### src/rtl/cpu6_fetch_buffer_pkg.sv
// Shared constants for the cpu6 instruction fetch buffer.
package cpu6_fetch_buffer_pkg;

  localparam int unsigned Cpu6Xlen          = 32;
  localparam logic [31:0] Cpu6ResetPc       = 32'h0000_0000;
  localparam int unsigned Cpu6FetchbufDepth = 4;
  localparam int unsigned Cpu6IdxW          = 8;

  // Occupancy needs one extra bit so that full and empty are distinguishable.
  function automatic int unsigned cnt_width(int unsigned depth);
    return $clog2(depth) + 1;
  endfunction

endpackage

### src/rtl/cpu6_fetch_buffer_if.sv
// Fetch buffer bus: icache address/data, core redirect and the decode-side handshake.
interface cpu6_fetch_buffer_if
  import cpu6_fetch_buffer_pkg::*;
#(
  parameter int unsigned XLEN  = Cpu6Xlen,
  parameter int unsigned DEPTH = Cpu6FetchbufDepth,
  parameter int unsigned IDX_W = Cpu6IdxW
);
  localparam int unsigned CntW = cnt_width(DEPTH);

  logic [IDX_W-1:0] icache_addr;
  logic [XLEN-1:0]  icache_instr;
  logic             redirect_valid;
  logic [XLEN-1:0]  redirect_pc;
  logic             out_valid;
  logic             out_ready;
  logic [XLEN-1:0]  out_pc;
  logic [XLEN-1:0]  out_instr;
  logic [CntW-1:0]  count;

  modport master (
    output icache_addr,
    input  icache_instr,
    input  redirect_valid,
    input  redirect_pc,
    output out_valid,
    input  out_ready,
    output out_pc,
    output out_instr,
    output count
  );

  modport slave (
    input  icache_addr,
    output icache_instr,
    output redirect_valid,
    output redirect_pc,
    input  out_valid,
    output out_ready,
    input  out_pc,
    input  out_instr,
    input  count
  );

endinterface

### src/rtl/cpu6_fetch_buffer_fifo.sv
// Generic synchronous FIFO with flush; head data comes straight from the storage registers.
module cpu6_fetch_buffer_fifo #(
  parameter  int unsigned Width = 64,
  parameter  int unsigned Depth = 4,
  localparam int unsigned PtrW  = $clog2(Depth),
  localparam int unsigned CntW  = PtrW + 1
) (
  input  logic             clk_i,
  input  logic             rst_ni,
  input  logic             flush_i,
  input  logic             push_i,
  input  logic [Width-1:0] wdata_i,
  input  logic             pop_i,
  output logic [Width-1:0] rdata_o,
  output logic [CntW-1:0]  count_o
);

  logic [Width-1:0] mem_q [Depth];
  logic [PtrW-1:0]  wr_ptr_q, rd_ptr_q;
  logic [CntW-1:0]  count_q, count_d;

  always_comb begin
    count_d = count_q;
    if (push_i && !pop_i) begin
      count_d = count_q + CntW'(1);
    end else if (!push_i && pop_i) begin
      count_d = count_q - CntW'(1);
    end
  end

  always_ff @(posedge clk_i or negedge rst_ni) begin
    if (!rst_ni) begin
      wr_ptr_q <= '0;
      rd_ptr_q <= '0;
      count_q  <= '0;
      for (int i = 0; i < Depth; i++) begin
        mem_q[i] <= '0;
      end
    end else if (flush_i) begin
      // Flush beats any concurrent push or pop.
      wr_ptr_q <= '0;
      rd_ptr_q <= '0;
      count_q  <= '0;
    end else begin
      if (push_i) begin
        mem_q[wr_ptr_q] <= wdata_i;
        wr_ptr_q        <= wr_ptr_q + PtrW'(1);
      end
      if (pop_i) begin
        rd_ptr_q <= rd_ptr_q + PtrW'(1);
      end
      count_q <= count_d;
    end
  end

  assign rdata_o = mem_q[rd_ptr_q];
  assign count_o = count_q;

endmodule

### src/rtl/cpu6_fetch_buffer.sv
// Instruction prefetch: walks fetch_pc through the combinational icache into a FIFO,
// restarting at the target on a core redirect.
module cpu6_fetch_buffer
  import cpu6_fetch_buffer_pkg::*;
#(
  parameter int unsigned     XLEN     = Cpu6Xlen,
  parameter int unsigned     DEPTH    = Cpu6FetchbufDepth,
  parameter int unsigned     IDX_W    = Cpu6IdxW,
  parameter logic [XLEN-1:0] RESET_PC = XLEN'(Cpu6ResetPc)
) (
  input logic                 clk_i,
  input logic                 rst_ni,
  cpu6_fetch_buffer_if.master fb_io
);

  localparam int unsigned CntW = cnt_width(DEPTH);

  logic [XLEN-1:0]   fetch_pc_q, fetch_pc_d;
  logic              push, pop;
  logic [CntW-1:0]   count;
  logic [2*XLEN-1:0] head;
  logic              unused_rpc_low;

  assign unused_rpc_low = ^fb_io.redirect_pc[1:0];

  assign pop  = fb_io.out_valid & fb_io.out_ready;
  // A pop frees a slot in the same cycle, so a full buffer still streams 1/cycle.
  assign push = !fb_io.redirect_valid && ((count < CntW'(DEPTH)) || pop);

  always_comb begin
    fetch_pc_d = fetch_pc_q;
    if (fb_io.redirect_valid) begin
      fetch_pc_d = {fb_io.redirect_pc[XLEN-1:2], 2'b00};
    end else if (push) begin
      fetch_pc_d = fetch_pc_q + XLEN'(4);
    end
  end

  always_ff @(posedge clk_i or negedge rst_ni) begin
    if (!rst_ni) begin
      fetch_pc_q <= RESET_PC;
    end else begin
      fetch_pc_q <= fetch_pc_d;
    end
  end

  cpu6_fetch_buffer_fifo #(
    .Width (2 * XLEN),
    .Depth (DEPTH)
  ) u_fifo (
    .clk_i   (clk_i),
    .rst_ni  (rst_ni),
    .flush_i (fb_io.redirect_valid),
    .push_i  (push),
    .wdata_i ({fetch_pc_q, fb_io.icache_instr}),
    .pop_i   (pop),
    .rdata_o (head),
    .count_o (count)
  );

  assign fb_io.icache_addr = fetch_pc_q[IDX_W+1:2];
  assign fb_io.out_valid   = (count != '0);
  assign fb_io.out_pc      = head[2*XLEN-1:XLEN];
  assign fb_io.out_instr   = head[XLEN-1:0];
  assign fb_io.count       = count;

endmodule

### src/flat_wrapper.sv
// flat-port wrapper written by rule: the top's interface ports become plain ports
module cpu6_fetch_buffer_flat import cpu6_fetch_buffer_pkg::*;
#(
  parameter int unsigned     XLEN     = Cpu6Xlen,
  parameter int unsigned     DEPTH    = Cpu6FetchbufDepth,
  parameter int unsigned     IDX_W    = Cpu6IdxW,
  parameter logic [XLEN-1:0] RESET_PC = XLEN'(Cpu6ResetPc)
)
  (clk_i, rst_ni, fb_io_icache_addr, fb_io_icache_instr, fb_io_redirect_valid, fb_io_redirect_pc, fb_io_out_valid, fb_io_out_ready, fb_io_out_pc, fb_io_out_instr, fb_io_count);
  cpu6_fetch_buffer_if #(.XLEN(XLEN), .DEPTH(DEPTH), .IDX_W(IDX_W)) fb_io_i ();
  input logic clk_i;
  input logic rst_ni;
  output wire logic [$bits(fb_io_i.icache_addr)-1:0] fb_io_icache_addr;
  input wire logic [$bits(fb_io_i.icache_instr)-1:0] fb_io_icache_instr;
  input wire logic [$bits(fb_io_i.redirect_valid)-1:0] fb_io_redirect_valid;
  input wire logic [$bits(fb_io_i.redirect_pc)-1:0] fb_io_redirect_pc;
  output wire logic [$bits(fb_io_i.out_valid)-1:0] fb_io_out_valid;
  input wire logic [$bits(fb_io_i.out_ready)-1:0] fb_io_out_ready;
  output wire logic [$bits(fb_io_i.out_pc)-1:0] fb_io_out_pc;
  output wire logic [$bits(fb_io_i.out_instr)-1:0] fb_io_out_instr;
  output wire logic [$bits(fb_io_i.count)-1:0] fb_io_count;
  assign fb_io_icache_addr = fb_io_i.icache_addr;
  assign fb_io_i.icache_instr = fb_io_icache_instr;
  assign fb_io_i.redirect_valid = fb_io_redirect_valid;
  assign fb_io_i.redirect_pc = fb_io_redirect_pc;
  assign fb_io_out_valid = fb_io_i.out_valid;
  assign fb_io_i.out_ready = fb_io_out_ready;
  assign fb_io_out_pc = fb_io_i.out_pc;
  assign fb_io_out_instr = fb_io_i.out_instr;
  assign fb_io_count = fb_io_i.count;
  cpu6_fetch_buffer #(.XLEN(XLEN), .DEPTH(DEPTH), .IDX_W(IDX_W), .RESET_PC(RESET_PC)) u_core (.clk_i(clk_i), .rst_ni(rst_ni), .fb_io(fb_io_i));
endmodule
### config.mk
export PLATFORM = sky130hd
export DESIGN_NAME = cpu6_fetch_buffer_flat
export DESIGN_NICKNAME = d
export VERILOG_FILES = /design/src/rtl/cpu6_fetch_buffer_pkg.sv /design/src/rtl/cpu6_fetch_buffer_if.sv /design/src/rtl/cpu6_fetch_buffer_fifo.sv /design/src/rtl/cpu6_fetch_buffer.sv /design/src/flat_wrapper.sv
export SDC_FILE = /design/constraint.sdc
export NUM_CORES = 1
export LEC_CHECK = 0
export ABC_AREA = 1
export BUFFER_PORTS_ARGS = -buffer_cell sky130_fd_sc_hd__buf_2
export CAP_MARGIN = 15
export CORE_UTILIZATION = 55
export DETAILED_ROUTE_END_ITERATION = 12
export GPL_TIMING_DRIVEN = 1
export MAX_ROUTING_LAYER = met4
export PLACE_DENSITY = 0.75
export SYNTH_ARGS = -nofsm -noshare
export SYNTH_HDL_FRONTEND = slang
export SYNTH_SLANG_ARGS = --single-unit
export TNS_END_PERCENT = 20
### constraint.sdc
create_clock -name clk_i -period 3.5 [get_ports clk_i]
set_input_delay 0.175 -clock clk_i [delete_from_list [all_inputs] [get_ports clk_i]]
set_output_delay 0.175 -clock clk_i [all_outputs]
set_load 0.02 [all_outputs]
==> metrics.yaml, run 1 <==
irDropWorstVdd_mv: 0.428
dr.first_iter.drc_count: 940
syn2layout_area_growth_pct: 18.6
cts_tree: "done"
hold_class: "input port to flip-flop"
p_leak_uw: 0.00760
root_buffer: "clkbuf_16"
wl_per_cell_um: 16.0
antenna_found_initial: 0
cts_made_buffers: 29
rsz0062_at_grt: "no"
syn_avg_cell_area_um2: 8.33
vias: 11500
worstMarginPinSlew_ns: 0.728
relSlewSlack_pct: 51.5
pin_count: 144
antennaDiodeCount: 0
yosysUniqueCellTypes: 35
dp_cells: 1952
synth.ff_latch_count: 285
power-per-cell-area_mw_per_mm2: 868
die_width_um: 157
synth.cell_area_mm2: 0.0132
grt_util_all_layers_pct: 28.2
maxSlewViolCount: 0
crit_arrival_ns: 2.52
core_area_mm2: 0.0235
post-cts-setup-buffers: 0
path_class: "flip-flop to primary output"
multi_input_area_mm2: 0.00516
endpoint_kind: "primary output"
placed_area_mm2: 0.0140
status: "complete, no violations"
grt_pass1_vias: 10800
viasPerCell: 5.56
ys_seq_area_share_pct: 54.1
whs_ns: 0.178
final_util_pct: 66.6
ff_latch_area_mm2: 0.00714
cts_resized: 0
hold_viol: 0
drc_errors: 0
dpl.hpwl_um: 20000
initial_core_util_pct: 56.2
clock_skew_ns: 0.0128
crit_fanout: 38
fin_crit_ns: 2.70
gp_congestion: 0.922
tns_ns: 0
globalRouteOverflowTotal: 0
grt_pass1_wl_um: 53900
yosys_warnings: 0
clkLatencyLatePin_ns: 0.54
setup_viol: 0
fin_cells: 2069
ant_nets: 0
die_h_um: 157
wl_um: 33100
firstDrtPassIters: 5
critPathLaunchType: "flip-flop"
finalNetCount: 1802
clock-sinks: 285
design_area_mm2: 0.0156
io_buffers: 139
mostFrequentLayoutCells: "385 x nand2_1, 337 x o21ai_0, 283 x dfrtp_1"
syn_inst: 1583
die-area_mm2: 0.0246
cap_violations: 0
drive_gt1_share_pct: 14.0
cts_max_path_buffers: 3
timing.fmax_mhz: 371
clk_pin_slew_ns: 0.06
n_fill_cell: 1944
fin_crit_sh_pct: 77.1
htree_num_levels: 1
num_rows: 56
cp_data_required_time_ns: 3.32
layout_commonest_cell: "nand2_1"
grt_max_degree: 119
[worst paths after layout]
path	startpoint	endpoint	slack [ns]	cells after the start
hold reg to reg	u_core.u_fifo.mem_q[156]	u_core.u_fifo.mem_q[156]	0.48	2
setup / recovery	u_core.u_fifo.rd_ptr_q[0]	fb_io_out_pc[11]	0.80	5
setup reg to reg	u_core.u_fifo.count_o[2]	u_core.u_fifo.mem_q[178]	1.34	7
max in group asynchronous	rst_ni	u_core.u_fifo.mem_q[220]	2.20	3
hold / removal	fb_io_redirect_valid	u_core.fetch_pc_q[17]	0.18	3
min in group asynchronous	rst_ni	u_core.u_fifo.count_o[1]	0.20	2
[power by group]
part           internal, uW  switching, uW
logic                  1650           3120
clock network          2010           1260
registers              4730            823
total                  8380           5200
[synthesized netlist by cell type, drive strengths merged]
cell	count	area, um^2
a21oi	3	15.0
a22oi	11	82.6
a31oi	1	6.26
buf	51	350
clkbuf	60	235
clkinv	1	3.75
conb	1	3.75
dfrtp	285	7130
fa	1	20.0
ha	5	62.6
inv	87	329
nand2	396	1520
nand3	31	165
nand3b	2	27.5
nand4	3	18.8
nor2	176	736
o211ai	6	45.0
o21ai	390	1950
o221ai	1	8.76
o22ai	64	400
o311ai	1	8.76
xnor2	1	8.76
xor2	6	52.6
[metrics by stage]
stage                     power, uW  worst slack [ns]
after CTS                     13600             0.793
after detailed placement      10300              1.02
after floorplan                8790              1.68
after global routing          14500             0.672
final                         13600             0.802
after global placement        10100              1.06
[per-layer routing]
layer  track usage, %  share of wire [%]  vias up
met1             38.4                 44     5473
met2             45.0                 47      433
li1                 -                  -     5520
met3             3.32                6.3       70
met5                -                  0        -
met4             7.52                2.3        0
[final cells by class]
cell class	count	share of cell area (%)
clock buffers	46	5.88
clock inverters	7	0.704
inverters	88	2.14
multi-input cells	1100	33.0
flip-flops and latches	285	45.6
well taps	319	2.55
repair buffers	224	10.1
[sequential cells by signal, indices dropped and copies added, names as in the netlist]
name	count
u_core.u_fifo.count_o	3
u_core.u_fifo.rd_ptr_q	2
u_core.fetch_pc_q	30
u_core.u_fifo.wr_ptr_q	2
u_core.u_fifo.mem_q	248
[cells by family (layout without fill, tap and decap cells)]
logic type | after synthesis | count (layout) | synth area share (%)
other cells | 1 | 2 | 0.0284
simple gates | 608 | 608 | 18.7
xor+xnor | 7 | 7 | 0.465
fa+ha+maj | 6 | 6 | 0.626
flops | 285 | 285 | 54.1
buf+inv | 199 | 365 | 6.96
compound gates | 477 | 477 | 19.1
[critical path: stages, from the launching register on]
cell and delay, ns:
dfrtp_4 0.54, clkinv_2 0.44, buf_4 0.36, o21ai_0 0.11, o22ai_1 0.28, buf_2 0.24
[timing repair]
item | CTS | global route
hold buffers | 64 | 0
endpoints found under the hold margin | 240 | 0
setup endpoints to repair | 0 | 0
(Power assumes the default switching activity.)
==> inputs of run 2 (changes only) <==
==> constraint.sdc (replaced) <==
create_clock -name clk_i -period 2.6 [get_ports clk_i]
set_input_delay 0.13 -clock clk_i [delete_from_list [all_inputs] [get_ports clk_i]]
set_output_delay 0.13 -clock clk_i [all_outputs]
set_load 0.02 [all_outputs]
==> run 2 against run 1 <==
Sequential power is 35% higher; power is 33% higher; clock skew is 0.0030 ns lower; final area is 0.28% higher; clock-buffer cell count is 1 higher; combinational power is 35% higher; flip-flop and latch count stayed put; setup slack worse by 0.66 ns; clock power is 27% higher; final cell count is 0.24% higher; largest cell class unchanged; via count is 1.1% lower; die area stayed put; largest power group unchanged.
==> metrics.yaml, run 2 (synthesis gave the netlist of run 1 again) <==
design_area_mm2: 0.0157
antenna_found_initial: 0
worstMarginPinSlew_ns: 0.645
irDropWorstVdd_mv: 0.559
drive_gt1_share_pct: 14.1
clock-sinks: 285
dpl.hpwl_um: 19400
vias: 11400
fin_crit_sh_pct: 94.5
crit_arrival_ns: 2.33
die_width_um: 157
tns_ns: 0
finalNetCount: 1805
wl_per_cell_um: 15.7
hold_class: "input port to flip-flop"
setup_viol: 0
root_buffer: "clkbuf_16"
grt_pass1_vias: 10600
clk_pin_slew_ns: 0.06
p_leak_uw: 0.00762
timing.fmax_mhz: 407
cts_made_buffers: 30
maxSlewViolCount: 0
largest_register: "u_core.u_fifo.mem_q"
syn2layout_area_growth_pct: 18.9
die-area_mm2: 0.0246
cp_data_required_time_ns: 2.47
grt_pass1_wl_um: 53600
viasPerCell: 5.48
ff_latch_area_mm2: 0.00714
grt_util_all_layers_pct: 28.0
placed_area_mm2: 0.0141
drc_errors: 0
endpoint_kind: "primary output"
io_buffers: 139
power-per-cell-area_mw_per_mm2: 1150
firstDrtPassIters: 5
die_h_um: 157
layout_commonest_cell: "nand2_1"
finalPower_uw: 18100
wl_um: 32600
initial_core_util_pct: 56.2
grt_max_degree: 126
dr.first_iter.drc_count: 949
num_rows: 56
pin_count: 144
hold_viol: 0
rsz0062_at_grt: "no"
ant_nets: 0
globalRouteOverflowTotal: 0
mostFrequentLayoutCells: "385 x nand2_1, 337 x o21ai_0, 283 x dfrtp_1"
critPathLaunchType: "flip-flop"
fin_crit_ns: 2.46
cts_tree: "done"
multi_input_area_mm2: 0.00516
n_fill_cell: 1924
status: "complete, no violations"
path_class: "flip-flop to primary output"
largest_reg_flops: 248
crit_fanout: 30
cts_max_path_buffers: 3
core_area_mm2: 0.0235
gp_congestion: 0.987
cts_resized: 0
clock_skew_ns: 0.00984
htree_num_levels: 1
relSlewSlack_pct: 57.0
antennaDiodeCount: 0
cap_violations: 0
clkLatencyLatePin_ns: 0.54
whs_ns: 0.0383
run 2: cell types whose count changed in the layout (fill, tap and decap cells not counted):
cell | previous run | this run
clkbuf_16 | 29 | 31
buf_12 | 6 | 13
clkbuf_1 | 4 | 7
buf_4 | 15 | 10
bufinv_16 | 3 | 0
clkbuf_8 | 13 | 9
clkinv_2 | 5 | 10
run 2: repair_timing:
item,4_1_cts,5_1_grt
hold buffers,64,0
endpoints found under the hold margin,223,0
setup buffers,0,0
run 2: where the power goes:
group	internal [uW]	switching, uW
sequential	6360	1100
combinational	2270	4180
clock	2430	1710
run 2: path summary, 6_finish.rpt:
check / startpoint / to / slack, ns / cells after the start
max: u_core.u_fifo.rd_ptr_q[1] / fb_io_out_pc[17] / 0.14 / 4
min in group asynchronous: rst_ni / u_core.u_fifo.mem_q[249] / 0.13 / 2
min: fb_io_redirect_valid / u_core.u_fifo.wr_ptr_q[0] / 0.04 / 4
max reg2reg: u_core.u_fifo.count_o[2] / u_core.u_fifo.mem_q[204] / 0.69 / 7
max in group asynchronous: rst_ni / u_core.u_fifo.mem_q[81] / 1.66 / 3
min reg2reg: u_core.u_fifo.mem_q[72] / u_core.u_fifo.mem_q[72] / 0.48 / 2
run 2: layout make-up:
class	count	area share, %
Tap cell	319	2.54
Inverter	88	2.13
Clock inverter	9	0.287
Multi-Input combinational cell	1100	32.9
Timing Repair Buffer	226	10.7
Clock buffer	47	5.90
Sequential cell	285	45.5
run 2: critical path, stage by stage (launching register included):
cell,delay (ns)
dfrtp_2,0.78
buf_4,0.37
o21ai_0,0.15
o22ai_1,0.26
buf_2,0.21
run 2: through the flow:
stage	utilization, %	setup WS [ns]	cells
floorplan	-	0.783	1584
global placement	60.0	0.708	1954
detailed placement	60.0	0.716	1954
CTS	66.8	0.115	2074
global route	66.8	0.0495	2074
finish	66.8	0.144	2074
run 2: layer usage:
metal	track usage, %	vias to the layer above	share of wire, %
met4	6.35	0	1.7
li1	-	5514	-
met1	38.5	5436	45
met2	44.7	379	47
met5	-	-	0
met3	3.30	46	6.5
